### src/rtl/m_arbiter.sv
// m_arbiter: round-robin front end sharing one RV32M multiply/divide unit between two requesters.
// Optional abort-on-timeout is built in when the macro M_ARB_TIMEOUT_EN is defined.
module m_arbiter #(
  parameter int TIMEOUT_CYCLES = 64
) (
  input  logic        clk,
  input  logic        reset,
  input  logic        valid_0,
  input  logic [31:0] instruction_0,
  input  logic [31:0] rs1_0,
  input  logic [31:0] rs2_0,
  output logic        wr_0,
  output logic [31:0] rd_0,
  output logic        busy_0,
  output logic        ready_0,
  input  logic        valid_1,
  input  logic [31:0] instruction_1,
  input  logic [31:0] rs1_1,
  input  logic [31:0] rs2_1,
  output logic        wr_1,
  output logic [31:0] rd_1,
  output logic        busy_1,
  output logic        ready_1,
  output logic        m_valid,
  output logic [31:0] m_instruction,
  output logic [31:0] m_rs1,
  output logic [31:0] m_rs2,
  input  logic        m_wr,
  input  logic [31:0] m_rd,
  input  logic        m_busy,
  input  logic        m_ready,
  output logic        err
);

  if (TIMEOUT_CYCLES < 1) begin : g_badTimeout
    $error("m_arbiter: TIMEOUT_CYCLES must be at least 1");
  end

  typedef enum logic [1:0] {
    IDLE,
    ISSUE,
    WAIT,
    RESP
  } state_t;

  state_t      r_state;
  state_t      w_next;
  logic        r_lastGrant;
  logic        r_grant;
  logic [31:0] r_instr;
  logic [31:0] r_rs1;
  logic [31:0] r_rs2;
  logic        r_wr;
  logic [31:0] r_rd;
  logic        r_keep;

  logic        w_elig0;
  logic        w_elig1;
  logic        w_anyElig;
  logic        w_sel;
  logic        w_grantValid;
  logic        w_inService;
  logic        w_ready;
  logic        w_timeout;

  // Only register-register MUL/DIV/REM (OP opcode, funct7 = MULDIV) may reach the shared unit.
  assign w_elig0      = valid_0 && (instruction_0[6:0] == 7'b0110011) && (instruction_0[31:25] == 7'b0000001);
  assign w_elig1      = valid_1 && (instruction_1[6:0] == 7'b0110011) && (instruction_1[31:25] == 7'b0000001);
  assign w_anyElig    = w_elig0 || w_elig1;
  assign w_sel        = (w_elig0 && w_elig1) ? ~r_lastGrant : w_elig1;
  assign w_grantValid = r_grant ? valid_1 : valid_0;
  assign w_inService  = (r_state == ISSUE) || (r_state == WAIT);

`ifdef M_ARB_TIMEOUT_EN
  localparam int CW = $clog2(TIMEOUT_CYCLES + 1);

  logic [CW-1:0] r_cnt;
  logic          r_timedOut;

  assign w_timeout = (r_cnt == CW'(TIMEOUT_CYCLES - 1));

  // r_cnt equals the number of cycles already spent in ISSUE/WAIT for the current operation.
  always_ff @(posedge clk) begin
    if (reset) begin
      r_cnt      <= '0;
      r_timedOut <= 1'b0;
    end else begin
      if (w_inService) begin
        r_cnt <= r_cnt + 1'b1;
      end else begin
        r_cnt <= '0;
      end
      if (r_state == IDLE) begin
        r_timedOut <= 1'b0;
      end else if (w_inService && !m_ready && w_timeout) begin
        r_timedOut <= 1'b1;
      end
    end
  end

  assign err = w_ready && r_timedOut;
`else
  assign w_timeout = 1'b0;
  assign err       = 1'b0;
`endif

  always_comb begin
    w_next = r_state;
    case (r_state)
      IDLE:  if (w_anyElig) w_next = ISSUE;
      ISSUE: begin
        if (m_ready || w_timeout) begin
          w_next = RESP;
        end else if (m_busy) begin
          w_next = WAIT;
        end
      end
      WAIT:  if (m_ready || w_timeout) w_next = RESP;
      RESP:  w_next = IDLE;
      default: w_next = IDLE;
    endcase
  end

  // r_keep drops if the granted requester withdraws mid-operation; its result is then discarded.
  always_ff @(posedge clk) begin
    if (reset) begin
      r_state     <= IDLE;
      r_lastGrant <= 1'b1;
      r_grant     <= 1'b0;
      r_instr     <= '0;
      r_rs1       <= '0;
      r_rs2       <= '0;
      r_wr        <= 1'b0;
      r_rd        <= '0;
      r_keep      <= 1'b0;
    end else begin
      r_state <= w_next;
      if ((r_state == IDLE) && w_anyElig) begin
        r_grant     <= w_sel;
        r_lastGrant <= w_sel;
        r_instr     <= w_sel ? instruction_1 : instruction_0;
        r_rs1       <= w_sel ? rs1_1 : rs1_0;
        r_rs2       <= w_sel ? rs2_1 : rs2_0;
        r_wr        <= 1'b0;
        r_rd        <= '0;
        r_keep      <= 1'b1;
      end else if (w_inService) begin
        r_keep <= r_keep && w_grantValid;
        if (m_ready) begin
          r_wr <= m_wr;
          r_rd <= m_rd;
        end else if (w_timeout) begin
          r_wr <= 1'b0;
          r_rd <= '0;
        end
      end
    end
  end

  assign w_ready       = (r_state == RESP) && r_keep;
  assign m_valid       = w_inService;
  assign m_instruction = w_inService ? r_instr : '0;
  assign m_rs1         = w_inService ? r_rs1 : '0;
  assign m_rs2         = w_inService ? r_rs2 : '0;

  assign busy_0  = (r_state != IDLE) && !r_grant;
  assign busy_1  = (r_state != IDLE) && r_grant;
  assign ready_0 = w_ready && !r_grant;
  assign ready_1 = w_ready && r_grant;
  assign wr_0    = ready_0 && r_wr;
  assign wr_1    = ready_1 && r_wr;
  assign rd_0    = ready_0 ? r_rd : '0;
  assign rd_1    = ready_1 ? r_rd : '0;

endmodule

### config.mk
export PLATFORM = sky130hd
export DESIGN_NAME = m_arbiter
export DESIGN_NICKNAME = d
export VERILOG_FILES = /design/src/rtl/m_arbiter.sv
export SDC_FILE = /design/constraint.sdc
export NUM_CORES = 1
export LEC_CHECK = 0
export CAP_MARGIN = 30
export CORE_AREA = 2 2 155 157
export CTS_CLUSTER_DIAMETER = 100
export DETAILED_ROUTE_END_ITERATION = 8
export DIE_AREA = 0 0 157 159
export PLACE_DENSITY_LB_ADDON = 0.2
export SYNTH_ARGS = -nofsm -noshare
export SYNTH_HDL_FRONTEND = slang
export SYNTH_SLANG_ARGS = --single-unit
### constraint.sdc
create_clock -name clk -period 2.6 [get_ports clk]
set_input_delay 0.52 -clock clk [delete_from_list [all_inputs] [get_ports clk]]
set_output_delay 0.52 -clock clk [all_outputs]
set_load 0.01 [all_outputs]
==> results of run 1 <==
logic make-up (layout without fill, tap and decap cells):
family | Yosys count | in the layout
AO/OA/AOI/OAI | 125 | 125
adder cells (fa/ha/maj) | 4 | 4
buffers and inverters | 64 | 462
flip-flops | 134 | 134
multiplexers | 84 | 84
other | 1 | 1
AND/OR/NAND/NOR | 275 | 275
sequential cells by signal (all words and copies together), names as in the netlist:
signal,flops
r_grant,1
r_instr,32
r_keep,1
r_lastGrant,1
r_rd,32
r_rs1,32
r_rs2,32
r_state,2
r_wr,1
synthesized netlist by cell type, types with 2 or more instances:
cell type and instances:
o2bb2ai_1 82, nor4bb_1 3, mux2i_1 84, dfxtp_1 134, nor2_1 15, nand2_1 71, and2_1 172, a21oi_1 36
nand3b_1 2, ha_1 4, nand4bb_1 2, buf_4 2, inv_1 4, buf_2 21, clkbuf_1 37, or2_1 2
nand2b_1 2
timing repair:
| action | CTS | global route |
|---|---|---|
| cloned | 3 | 1 |
| resized for setup | 140 | 40 |
| endpoints found under the setup margin | 154 | 25 |
| pin swaps | 2 | 1 |
| setup buffers | 3 | 3 |
per-layer routing:
layer	track usage (%)	routed length (microns)	vias to the layer above
met3	6.124	1986	36
li1	-	-	3132
met1	21.23	9453	2873
met4	6.964	550	0
met2	30.94	11250	265
met5	0	0	-
cell type report:
class,instances,area (sq um)
tap,319,399.1
multi-input combinational,489,3450
inverter,4,15.01
sequential,134,2685
timing repair buffer,427,4369
clock inverter,11,198.9
clock buffer,20,456.7
fill,2276,11620
how the worst max path moves through the flow:
stage / endpoint / cells after the start / startpoint
after floorplan: m_rs2[11] / 6 / r_state[1]
after global placement: r_rs2[31] / 7 / instruction_1[5]
after detailed placement: r_instr[12] / 7 / instruction_1[5]
after CTS: m_rs2[4] / 5 / r_state[0]
after global routing: m_rs2[20] / 7 / r_state[1]
final: rd_1[12] / 5 / r_state[0]
through the flow:
step | setup WS (ns) | setup TNS, ns | hold WS (ns) | utilization, %
3_3_place_gp | -0.07578 | -3.530 | 0.4336 | 46.44
6_report | 0.08374 | 0 | 0.4504 | 49.90
5_1_grt | 0.001561 | 0 | 0.4666 | 49.90
3_5_place_dp | -0.05247 | -1.554 | 0.4376 | 46.44
2_1_floorplan | 0.4253 | 0 | 0.4209 | -
4_1_cts | -0.08119 | -1.422 | 0.4556 | 49.35
worst register-to-register path: cells and delay by family (launching register included):
family          cells  cell delay [ns]
compound gates      1             0.14
fa+ha+maj           1             0.32
buf+inv             3             0.60
flops               1             0.37
simple gates        2             0.25
report_power, final:
group,total [W],internal [W],leakage [nW],switching [W]
clock network,0.00270,0.00175,0.309,0.000944
logic,0.000463,0.000347,3.69,0.000116
registers,0.00205,0.00205,1.08,0.000000709
==> impl_metrics.tcl, run 1 <==
set metrics [dict create \
    drc 0 \
    grt_pass1_vias 6350 \
    fin_crit_sh_pct 96.78 \
    worstSkewPairLatency_ns 0.42 \
    place_area_sq_um 10770 \
    yosysWarnings 0 \
    coreArea_sq_um 23190 \
    power_w 0.005214 \
    grt_max_degree 48 \
    nets 1308 \
    synth_cell_types 31 \
    clock.fmax_mhz 397.4 \
    die_y_microns 159 \
    synthTopCellsByArea "dfxtp_1 42%, and2_1 17%, mux2i_1 13%" \
    reg2reg_from "r_state[1]" \
    h-tree-depth 4 \
    syn-cell-area_sq_um 6352 \
    final_cell_mix "248 x clkdlybuf4s50_1, 171 x and2_1, 132 x dfxtp_1, 110 x dlygate4sd2_1, 84 x mux2i_1" \
    cts_hold_buf 0 \
    min_to "r_rs1[29]" \
    io_pins 399 \
    cp-start-kind "flop" \
    syn-num-nets 922 \
    antenna_found_initial 0 \
    fin_skew_ns 0.01232 \
    dieArea_sq_um 24960 \
    cp_data_arrival_time_ns 2.00 \
    hpwl_microns 16390 \
    p_leak_nw 5.077 \
    synth_fa_ha_area_share_pct 0.7879 \
    crit_family "buffers and inverters" \
    rr_endpoint "r_rd[0]" \
    cts_root_buf "clkbuf_16" \
    cp-end-kind "output port" \
    max_cap_viol_count 0 \
    path_class "flop to output port" \
    r2r_cells 7 \
    synth_top_family_by_area "simple AND/OR/NAND/NOR gates" \
    yosys_register_bits 134 \
    rsz0062_at_grt "no" \
    gp_congestion 0.7848 \
    synth_edf_count 0 \
    synth_cells 687 \
    final_cell_count_no_fill 1404 \
    vias 6306 \
    ys.flop_type "dfxtp_1" \
    wl_microns 23240 \
    drtAntennaViolNets 0 \
    yosysSeqAreaShare_pct 42.23 \
    critPathSlowestCell "clkdlybuf4s50_1" \
    hold_viol_final 0 \
    layout_commonest_cell "clkdlybuf4s50_1" \
    cts_buffers 17 \
    synth_top_area_cell "dfxtp_1" \
    synthArstFlopShare_pct 0 \
    r2r_slack_ns 0.87 \
    drive_gt1_share_pct 6.636 \
    synth_compound_area_share_pct 14.97 \
    cp_max_fo 17 \
    setup_viol 0 \
    syn_to_final_growth_pct 82.19 \
    tritoncts "done" \
    diodes 0 \
    status "completed" \
    synth.avg_cell_area_sq_um 9.246 \
    hold_path_startpoint "r_rs1[29]" \
    wl_per_cell_microns 16.55 \
    chipWidth_microns 157 \
    path_clk_slew_ns 0.05 \
    crit_chain "ha_1, and3_4, buf_12, and2_1, clkdlybuf4s50_1" \
    start_util_pct 27.39 \
    min_path_type "flop to flop" \
    path_buf_inv 2 \
    synth_mux_area_share_pct 13.24 \
    grt-ovfl-total 0 \
    cts.sinks 134 \
    worstPathRequired_ns 2.08 \
    drt_iter0_drc 169 \
    clockBufferDepth 2 \
    vdd_drop_max_uv 378.6 \
    min_path_cells 1 \
    portBuffers 397 \
    drv_slew 0 \
    final.min_clock_period_ns 2.516 \
    rows 56 \
    vias_per_cell 4.491 \
    grt_pass1_wl_microns 35480 \
    powerDensity_nw_per_um2 450.5 \
    synth_top_area_share_pct 42.23 \
    max_stage_delay_ns 0.55 \
    placed_cells 1363 \
    synth_xor_area_share_pct 0 \
    synth-simple-area-share_pct 24.40 \
    drtPass1Iterations 4 \
    grt_use_total_pct 18.28 \
    fin_area_sq_um 11570 \
]
No activity file was read; power rests on OpenSTA's default activity.
==> run 2, diff against run 1 <==
--- a/config.mk
+++ b/config.mk
@@ -11,5 +11,6 @@
 export DETAILED_ROUTE_END_ITERATION = 8
 export DIE_AREA = 0 0 157 159
-export PLACE_DENSITY_LB_ADDON = 0.2
+export PLACE_DENSITY = 0.64
+export RECOVER_POWER = 50
 export SYNTH_ARGS = -nofsm -noshare
 export SYNTH_HDL_FRONTEND = slang
==> constraint.sdc (replaced) <==
create_clock -name clk -period 2.6 [get_ports clk]
set_input_delay 0.52 -clock clk [delete_from_list [all_inputs] [get_ports clk]]
set_output_delay 0.52 -clock clk [all_outputs]
set_load 0.005 [all_outputs]
==> impl_metrics.tcl, run 2 (same netlist as run 1, synthesis figures left out) <==
set metrics [dict create \
    cp_data_arrival_time_ns 2.04 \
    p_leak_nw 5.420 \
    cp.depth 6 \
    grt_pass1_vias 6568 \
    cp-start-kind "flop" \
    rr_endpoint "r_rd[16]" \
    portBuffers 397 \
    drv_slew 0 \
    path_clk_slew_ns 0.06 \
    multi_input_area_sq_um 3432 \
    status "completed" \
    final.min_clock_period_ns 2.562 \
    powerDensity_nw_per_um2 422.0 \
    grt_pass1_wl_microns 36190 \
    max_stage_delay_ns 0.49 \
    gp_congestion 0.7461 \
    cp-end-kind "output port" \
    endpoint "m_rs2[16]" \
    hold_viol_final 0 \
    final.setup.worst_slack_ns 0.03833 \
    worstMarginPinSlew_ns 0.5372 \
    place_ws_ns -0.2296 \
    min_path_type "flop to flop" \
    grt-ovfl-total 0 \
    drtAntennaViolNets 0 \
    worstSkewPairLatency_ns 0.42 \
    nets 1340 \
    clock.fmax_mhz 390.4 \
    final_cell_count_no_fill 1437 \
    h-tree-depth 4 \
    rows 56 \
    grt_max_degree 44 \
    cts.sinks 134 \
    drive_gt1_share_pct 9.481 \
    vias_per_cell 4.495 \
    io_pins 399 \
    wl_per_cell_microns 17.31 \
    tritoncts "done" \
    holdWs_ns 0.4510 \
    startpoint "r_state[0]" \
    vias 6459 \
    crit_chain "inv_2, ha_4, buf_8, buf_12, and2_1, clkdlybuf4s50_1" \
    relSlewSlack_pct 63.85 \
    reg2reg_from "r_state[0]" \
    hpwl_microns 17220 \
    setup_viol 0 \
    syn_to_final_growth_pct 89.25 \
    critPathSlowestCell "clkdlybuf4s50_1" \
    diodes 0 \
    fin_crit_sh_pct 98.53 \
    chipWidth_microns 157 \
    cp_max_fo 14 \
    r2r_slack_ns 0.72 \
    drc 0 \
    coreArea_sq_um 23190 \
    antenna_found_initial 0 \
    start_util_pct 27.39 \
    path_buf_inv 4 \
    worstPathRequired_ns 2.08 \
    rsz0062_at_grt "yes" \
    placed_cells 1384 \
    fin_skew_ns 0.01544 \
    r2r_cells 8 \
    drt_iter0_drc 151 \
    drtPass1Iterations 6 \
    cts_root_buf "clkbuf_16" \
    dieArea_sq_um 24960 \
    vdd_drop_max_uv 335.5 \
    clockBufferDepth 2 \
    final_cell_mix "278 x clkdlybuf4s50_1, 170 x and2_1, 131 x dfxtp_1, 84 x mux2i_1, 82 x o2bb2ai_1" \
    path_class "flop to output port" \
    fillers 2194 \
    seq_area_sq_um 2689 \
    cts_buffers 17 \
    crit_family "buffers and inverters" \
    grt_use_total_pct 18.73 \
    die_y_microns 159 \
    layout_commonest_cell "clkdlybuf4s50_1" \
    max_cap_viol_count 0 \
    wl_microns 24880 \
]
[run 2: cell count changes in the layout (fill, tap and decap cells not counted), sizes merged, moves of 4 or more]
cell,before,now
dlygate4sd2,110,71
clkbuf,21,30
inv,4,8
dlymetal6s2s,25,44
clkdlybuf4s15,14,0
clkdlybuf4s50,248,278
buf,28,53
[run 2: worst min path at each step]
stage / start / to / slack [ns] / depth (start not counted)
after CTS: r_instr[29] / r_instr[29] / 0.45 / 1
after detailed placement: r_instr[29] / r_instr[29] / 0.44 / 1
after floorplan: r_instr[2] / r_instr[2] / 0.42 / 1
final: r_instr[31] / r_instr[31] / 0.45 / 1
after global routing: r_instr[14] / r_instr[14] / 0.47 / 1
after global placement: r_instr[3] / r_instr[3] / 0.43 / 1
[run 2: routing by layer]
layer | GRT usage (%) | share of wire [%]
met1 | 20.40 | 39
met2 | 33.33 | 50
met3 | 7.022 | 8.5
met4 | 5.922 | 1.8
met5 | 0 | 0
[run 2: layout make-up]
class | instances | area share, %
Clock inverter | 13 | 1.415
Tap cell | 319 | 3.320
Multi-Input combinational cell | 489 | 28.55
Inverter | 4 | 0.1249
Timing Repair Buffer | 459 | 40.54
Sequential cell | 134 | 22.37
Clock buffer | 19 | 3.684
[run 2: report_power, final]
part	total, W	internal [W]	switching (W)
combinational	0.000480	0.000357	0.000122
clock	0.00254	0.00155	0.000992
sequential	0.00205	0.00205	0.000000705
total	0.00507	0.00396	0.00111
[run 2: repair_timing]
| action | 4_1_cts | 5_1_grt |
|---|---|---|
| buffers inserted | 7 | 4 |
| endpoints found under the setup margin | 111 | 30 |
| endpoints found under the hold margin | 0 | 0 |
| pin swaps | 0 | 1 |
| cloned | 6 | 4 |
| hold buffers | 0 | 0 |
| resized for setup | 91 | 56 |
[run 2: stage by stage]
stage	power (W)	utilization (%)	TNS (ns)	cell area, sq um
after CTS	0.005158	50.86	-0.3425	11800
after floorplan	0.002182	-	0	6352
after global routing	0.005249	51.83	-0.6053	12020
after global placement	0.002573	47.35	-17.57	10980
final	0.005073	51.83	0	12020
after detailed placement	0.002576	47.35	-12.90	10980
==> RTL change 1: new RTL, settings of run 1 <==
Build with the macro `M_ARB_TIMEOUT_EN` defined.
--- a/src/rtl/m_arbiter.sv
+++ b/src/rtl/m_arbiter.sv
@@ -2,2 +2,4 @@
 // Optional abort-on-timeout is built in when the macro M_ARB_TIMEOUT_EN is defined.
+`define M_ARB_TIMEOUT_EN
+
 module m_arbiter #(
Function: same outputs for any inputs over 4 cycles, from zero or initial values and one cycle with reset high; that may be too few to reach the edited logic, so the function may still have changed.
==> RTL change 1 against run 1 <==
Routed wire length down 2.1%; critical path depth up 3; setup slack worse by 0.025 ns; final cell count up 0.36%; design area up 2.0%; sequential cell count up 8; synthesized area up 5.1%; critical endpoint is now m_rs2[8]; highest routed layer unchanged.
Power is not compared: it rests on default switching activity, and its combinational part moved more than twofold at a synthesized area within 25%.
==> RTL change 1: results (changes against run 1) <==
- Seq/Total Area, Yosys: 42.6% (+0.34 points)
- Routed WL: 22800 um (-2.1%)
- Mux cell area share after synthesis: 12.6% (-0.64 points)
- Buffers on Ports: 398 (+0.25%)
- Total number of vias: 6349 (+0.68%)
- Hold WS: 0.442 ns (-0.00859 ns)
- Vias in the first global route: 6378 (+0.44%)
- Hold Path Depth: 2 (+1)
- Gr usage total: 17.8% (-0.50 points)
- R2R Setup Slk: 0.78 ns (-0.09 ns)
- First-pass GRT wire length: 34700 um (-2.1%)
- Worst-path fanout max: 28 (+11)
- Synth Net Count: 924 (+0.22%)
- Layout cells sized above 1: 9.82% (+3.2 points)
- Adder-cell area share of the yosys netlist: 0.937% (+0.15 points)
- Status: finished, final reports clean
- Worst path slowest cell: dfxtp_4
- Hold wc startpoint: r_instr[1]$_SDFFE_PP0P_
- Nets: 1313 (+0.38%)
- Fin Clk Skew: 0.0159 ns (+0.00357 ns)
- GP Congestion: 0.746 (-5.0%)
- Largest cells by area after synthesis: dfxtp_1 (43%), and2_1 (16%), mux2i_1 (13%), o2bb2ai_1 (11%), a22oi_1 (3.7%)
- Reg-to-reg endpoint: r_instr[8]$_SDFFE_PP0P_
- Unique masters post-synth: 39 (+26%)
- Largest net degree at the start of global routing: 54 (+13%)
- Hold Path Sink: r_instr[1]$_SDFFE_PP0P_
[RTL change 1: changes by cell type after synthesis, sizes merged, moves of 3 or more]
| cell | delta |
|---|---|
| inv | +7 |
| nor2 | +28 |
| nand3 | +3 |
| a21oi | -27 |
| dfxtp | +8 |
| buf | +5 |
| clkbuf | -6 |
| a22oi | +33 |
| nand2 | -64 |
| o21ai | +4 |
| xor2 | +3 |
[RTL change 1: timing repair]
item / 4_1_cts / 5_1_grt
pin swaps: 1 / 1
cloned: 2 / 1
buffers inserted: 4 / 1
gates resized for setup: 176 / 70
setup endpoints to repair: 164 / 72
[RTL change 1: cell type report]
cell class | count | area [um^2] | area share (%)
Clock buffer | 18 | 439 | 3.72
Clock inverter | 14 | 181 | 1.54
Inverter | 11 | 41.3 | 0.350
Multi-Input combinational cell | 476 | 3540 | 30.0
Sequential cell | 142 | 2850 | 24.1
Tap cell | 319 | 399 | 3.38
Timing Repair Buffer | 429 | 4360 | 36.9
[RTL change 1: cell families (layout without fill, tap and decap cells)]
logic type	after synthesis	after routing
XOR/XNOR	4	4
AND/OR/NAND/NOR	248	248
buffers and inverters	70	472
multiplexers	84	84
AO/OA/AOI/OAI	135	135
flip-flops	142	142
adder cells (fa/ha/maj)	5	5
[RTL change 1: worst max-delay path by stage]
stage,start,to
3_5_place_dp,instruction_1[5],r_rs2[11]$_SDFFE_PP0P_
5_1_grt,r_state[1]$_SDFFE_PP0P_,m_rs2[8]
4_1_cts,r_state[1]$_SDFFE_PP0P_,m_rs1[6]
6_report,r_state[0]$_SDFFE_PP0P_,m_rs2[8]
2_1_floorplan,instruction_0[27],r_rs1[0]$_SDFFE_PP0P_
3_3_place_gp,instruction_1[5],r_rs2[11]$_SDFFE_PP0P_
[RTL change 1: layer usage]
layer,wire length [um],vias up,track usage [%]
li1,-,3186,-
met1,9110,2885,19.4
met2,11300,258,31.9
met3,2060,20,6.45
met4,310,0,5.30
met5,0,-,0
[RTL change 1: worst min-delay path: stages (launching register included)]
cell and delay (ns):
dfxtp_1 0.30, inv_1 0.04, a21oi_1 0.05
[RTL change 1: power groups by stage]
stage	clock network [W]	logic (W)	registers, W
5_1_grt	0.00274	0.00133	0.00230
2_1_floorplan	0	0.000414	0.00232
3_3_place_gp	0	0.000998	0.00233
3_5_place_dp	0	0.00100	0.00234
4_1_cts	0.00266	0.00120	0.00229
6_report	0.00258	0.00123	0.00229
[RTL change 1: through the flow]
step | util [%] | cell area (um^2) | setup slack [ns]
2_1_floorplan | - | 6680 | 0.414
3_3_place_gp | 47.9 | 11100 | -0.0669
3_5_place_dp | 47.9 | 11100 | -0.0889
4_1_cts | 50.5 | 11700 | -0.0268
5_1_grt | 50.9 | 11800 | -0.0160
6_report | 50.9 | 11800 | 0.0591
==> RTL change 2: new RTL, settings of run 1 <==
Made on the original files. Encoding of `state_t`: now one-hot (4 bits for 4 states).
--- a/src/rtl/m_arbiter.sv
+++ b/src/rtl/m_arbiter.sv
@@ -38,7 +38,7 @@
 
-  typedef enum logic [1:0] {
-    IDLE,
-    ISSUE,
-    WAIT,
-    RESP
+  typedef enum logic [3:0] {
+    IDLE  = 4'b0001,
+    ISSUE = 4'b0010,
+    WAIT  = 4'b0100,
+    RESP  = 4'b1000
   } state_t;
Check against the original RTL: same outputs for any inputs over 4 cycles, from zero or initial values and one cycle with reset high; so few cycles prove little.
==> RTL change 2 against run 1 <==
Total power grew 0.40%; routed wire length is 5.2% higher; sequential cell count increased by 2; first-iteration DRC count down 5.9%; setup slack got worse by 0.038 ns; hold slack better by 0.0012 ns; combinational power increased by 3%; design area is 5.4% higher; count of clock-buffer cells in the layout grew 1; synthesized area increased by 9.4%.
==> RTL change 2: results (changes against run 1) <==
- Status: finished, final reports clean
- Hold wc startpoint: r_instr[3]$_SDFFE_PP0P_
- Maximum vdd ir drop: 0.335 mV (-11%)
- First-pass DRT Iterations: 4 (unchanged)
- Routed WL: 24400 um (+5.2%)
- Nets: 1347 (+3.0%)
- Hold Path Depth: 1 (unchanged)
- Placed Cells: 1389 (+1.9%)
- Gr busiest metal: met2
- Worst setup startpoint: r_state[0]$_SDFFE_PP1P_
- Leakage: 4.98 nW (-1.9%)
- DP Area: 0.0115 mm^2 (+6.4%)
- Seq/Total Area, Yosys: 39.2% (-3.0 points)
- Commonest non-fill, non-tap cell in the layout: clkdlybuf4s50_1
- Antenna Cells: 0 (unchanged)
- CTS Buffer Depth: 2 (unchanged)
- Avg WL per Cell: 16.9 um (+2.0%)
- Commonest cells in the netlist: and2_1 (172), dfxtp_1 (136), mux2i_1 (83), nand2_1 (72), o2bb2ai_2 (70)
- Layout cells sized above 1: 25.6% (+19 points)
- CTS Buf Count: 17 (unchanged)
- Fin Clk Skew: 0.00863 ns (-0.00368 ns)
- Gr usage total: 19.0% (+0.71 points)
- Filler instances: 2182 (-4.1%)
- Number of remaining DRC errors: 0 (unchanged)
- R2R cell count: 10 (+3)
- Worst-Margin Slew: 0.519 ns
- FF-to-FF Start: r_state[1]$_SDFFE_PP0P_
- Ys async rst share: 0% (unchanged)
- Syn Area/Cell: 10.1 um^2 (+9.1%)
- Buffers on Ports: 397 (unchanged)
- Total number of vias: 6430 (+2.0%)
- Final HPWL DP: 16800 um (+2.8%)
- First-pass GRT wire length: 36900 um (+3.9%)
- Grt ovf: 0 (unchanged)
- Yosys warnings: 0 (unchanged)
- H-tree level count: 4 (unchanged)
- Worst-path fanout max: 12 (-5)
- GP Congestion: 0.772 (-1.6%)
- Clock latency on the worst-skew pair: 0.42 ns (about the same)
- Met3 usage: 5.14% (-0.98 points)
- Met1 Usage GRT: 22.3% (+1.1 points)
- Antenna violations before repair: 0 (unchanged)
- Largest cells by area after synthesis: dfxtp_1 (39%), and2_1 (15%), o2bb2ai_2 (15%), mux2i_1 (12%), nand2_1 (3.9%)
- Unique masters post-synth: 33 (+6.5%)
- Synth Net Count: 920 (-0.22%)
- Largest net degree at the start of global routing: 34 (-29%)
- HP Class: reg2reg
- Reg clk slew, reported paths: 0.06 ns
- Met2 Usage GRT: 33.6% (+2.7 points)
- Starting DRT DRC Count: 159 (-5.9%)
- Clock root buffer: clkbuf_16
- Max cap viols: 0 (unchanged)
## RTL change 2: layout make-up
| class | count | area share (%) |
|---|---|---|
| inverter | 2 | 0.0615 |
| clock buffer | 21 | 3.61 |
| timing repair buffer | 466 | 37.3 |
| tap | 319 | 3.27 |
| multi-input combinational | 493 | 31.8 |
| sequential | 136 | 22.3 |
| clock inverter | 11 | 1.62 |
## RTL change 2: power by group
part | total [W] | switching (W) | internal, W | leakage [nW]
clock | 0.00267 | 0.000964 | 0.00171 | 0.305
sequential | 0.00208 | 0.0000000554 | 0.00208 | 1.10
combinational | 0.000479 | 0.000130 | 0.000349 | 3.58
total | 0.00524 | 0.00109 | 0.00414 | 4.98
## RTL change 2: worst paths after layout
check,to,slack [ns]
max,rd_1[31],0.05
min,r_instr[3]$_SDFFE_PP0P_,0.45
max reg2reg,r_rd[13]$_SDFFE_PP0P_,0.56
min reg2reg,r_instr[3]$_SDFFE_PP0P_,0.45
## RTL change 2: cell families (layout without fill, tap and decap cells)
group,Yosys count,after routing,share of synthesized area (%)
buf+inv,60,500,5.80
xor+xnor,1,1,0.126
mux,83,83,12.0
compound gates,124,124,19.8
other cells,1,1,0.0540
flops,136,136,39.2
simple gates,284,284,23.1
## RTL change 2: per-layer routing
metal / share of wire [%] / vias up
li1: - / 3237
met2: 51 / 222
met4: 1.4 / 0
met5: 0 / -
met3: 6.8 / 20
met1: 41 / 2951
## RTL change 2: metrics by stage
stage	worst slack, ns	hold slack (ns)	util [%]
global route	-0.0447	0.473	52.6
global placement	-0.00422	0.434	49.4
finish	0.0453	0.452	52.6
CTS	-0.223	0.455	52.6
detailed placement	-0.0430	0.439	49.4
floorplan	0.579	0.421	-
## RTL change 2: what timing repair did
action / 4_1_cts / 5_1_grt
pin swaps: 2 / 3
cloned: 6 / 4
setup endpoints to repair: 165 / 144
setup buffers: 7 / 10
gates resized for setup: 261 / 213
## RTL change 2: worst max-delay path, cell delays in order, from the launching register on
cell,delay (ns)
dfxtp_1,0.31
or4_4,0.57
nor2_4,0.16
buf_6,0.13
buf_8,0.12
buf_4,0.11
and2_4,0.13
buf_6,0.10
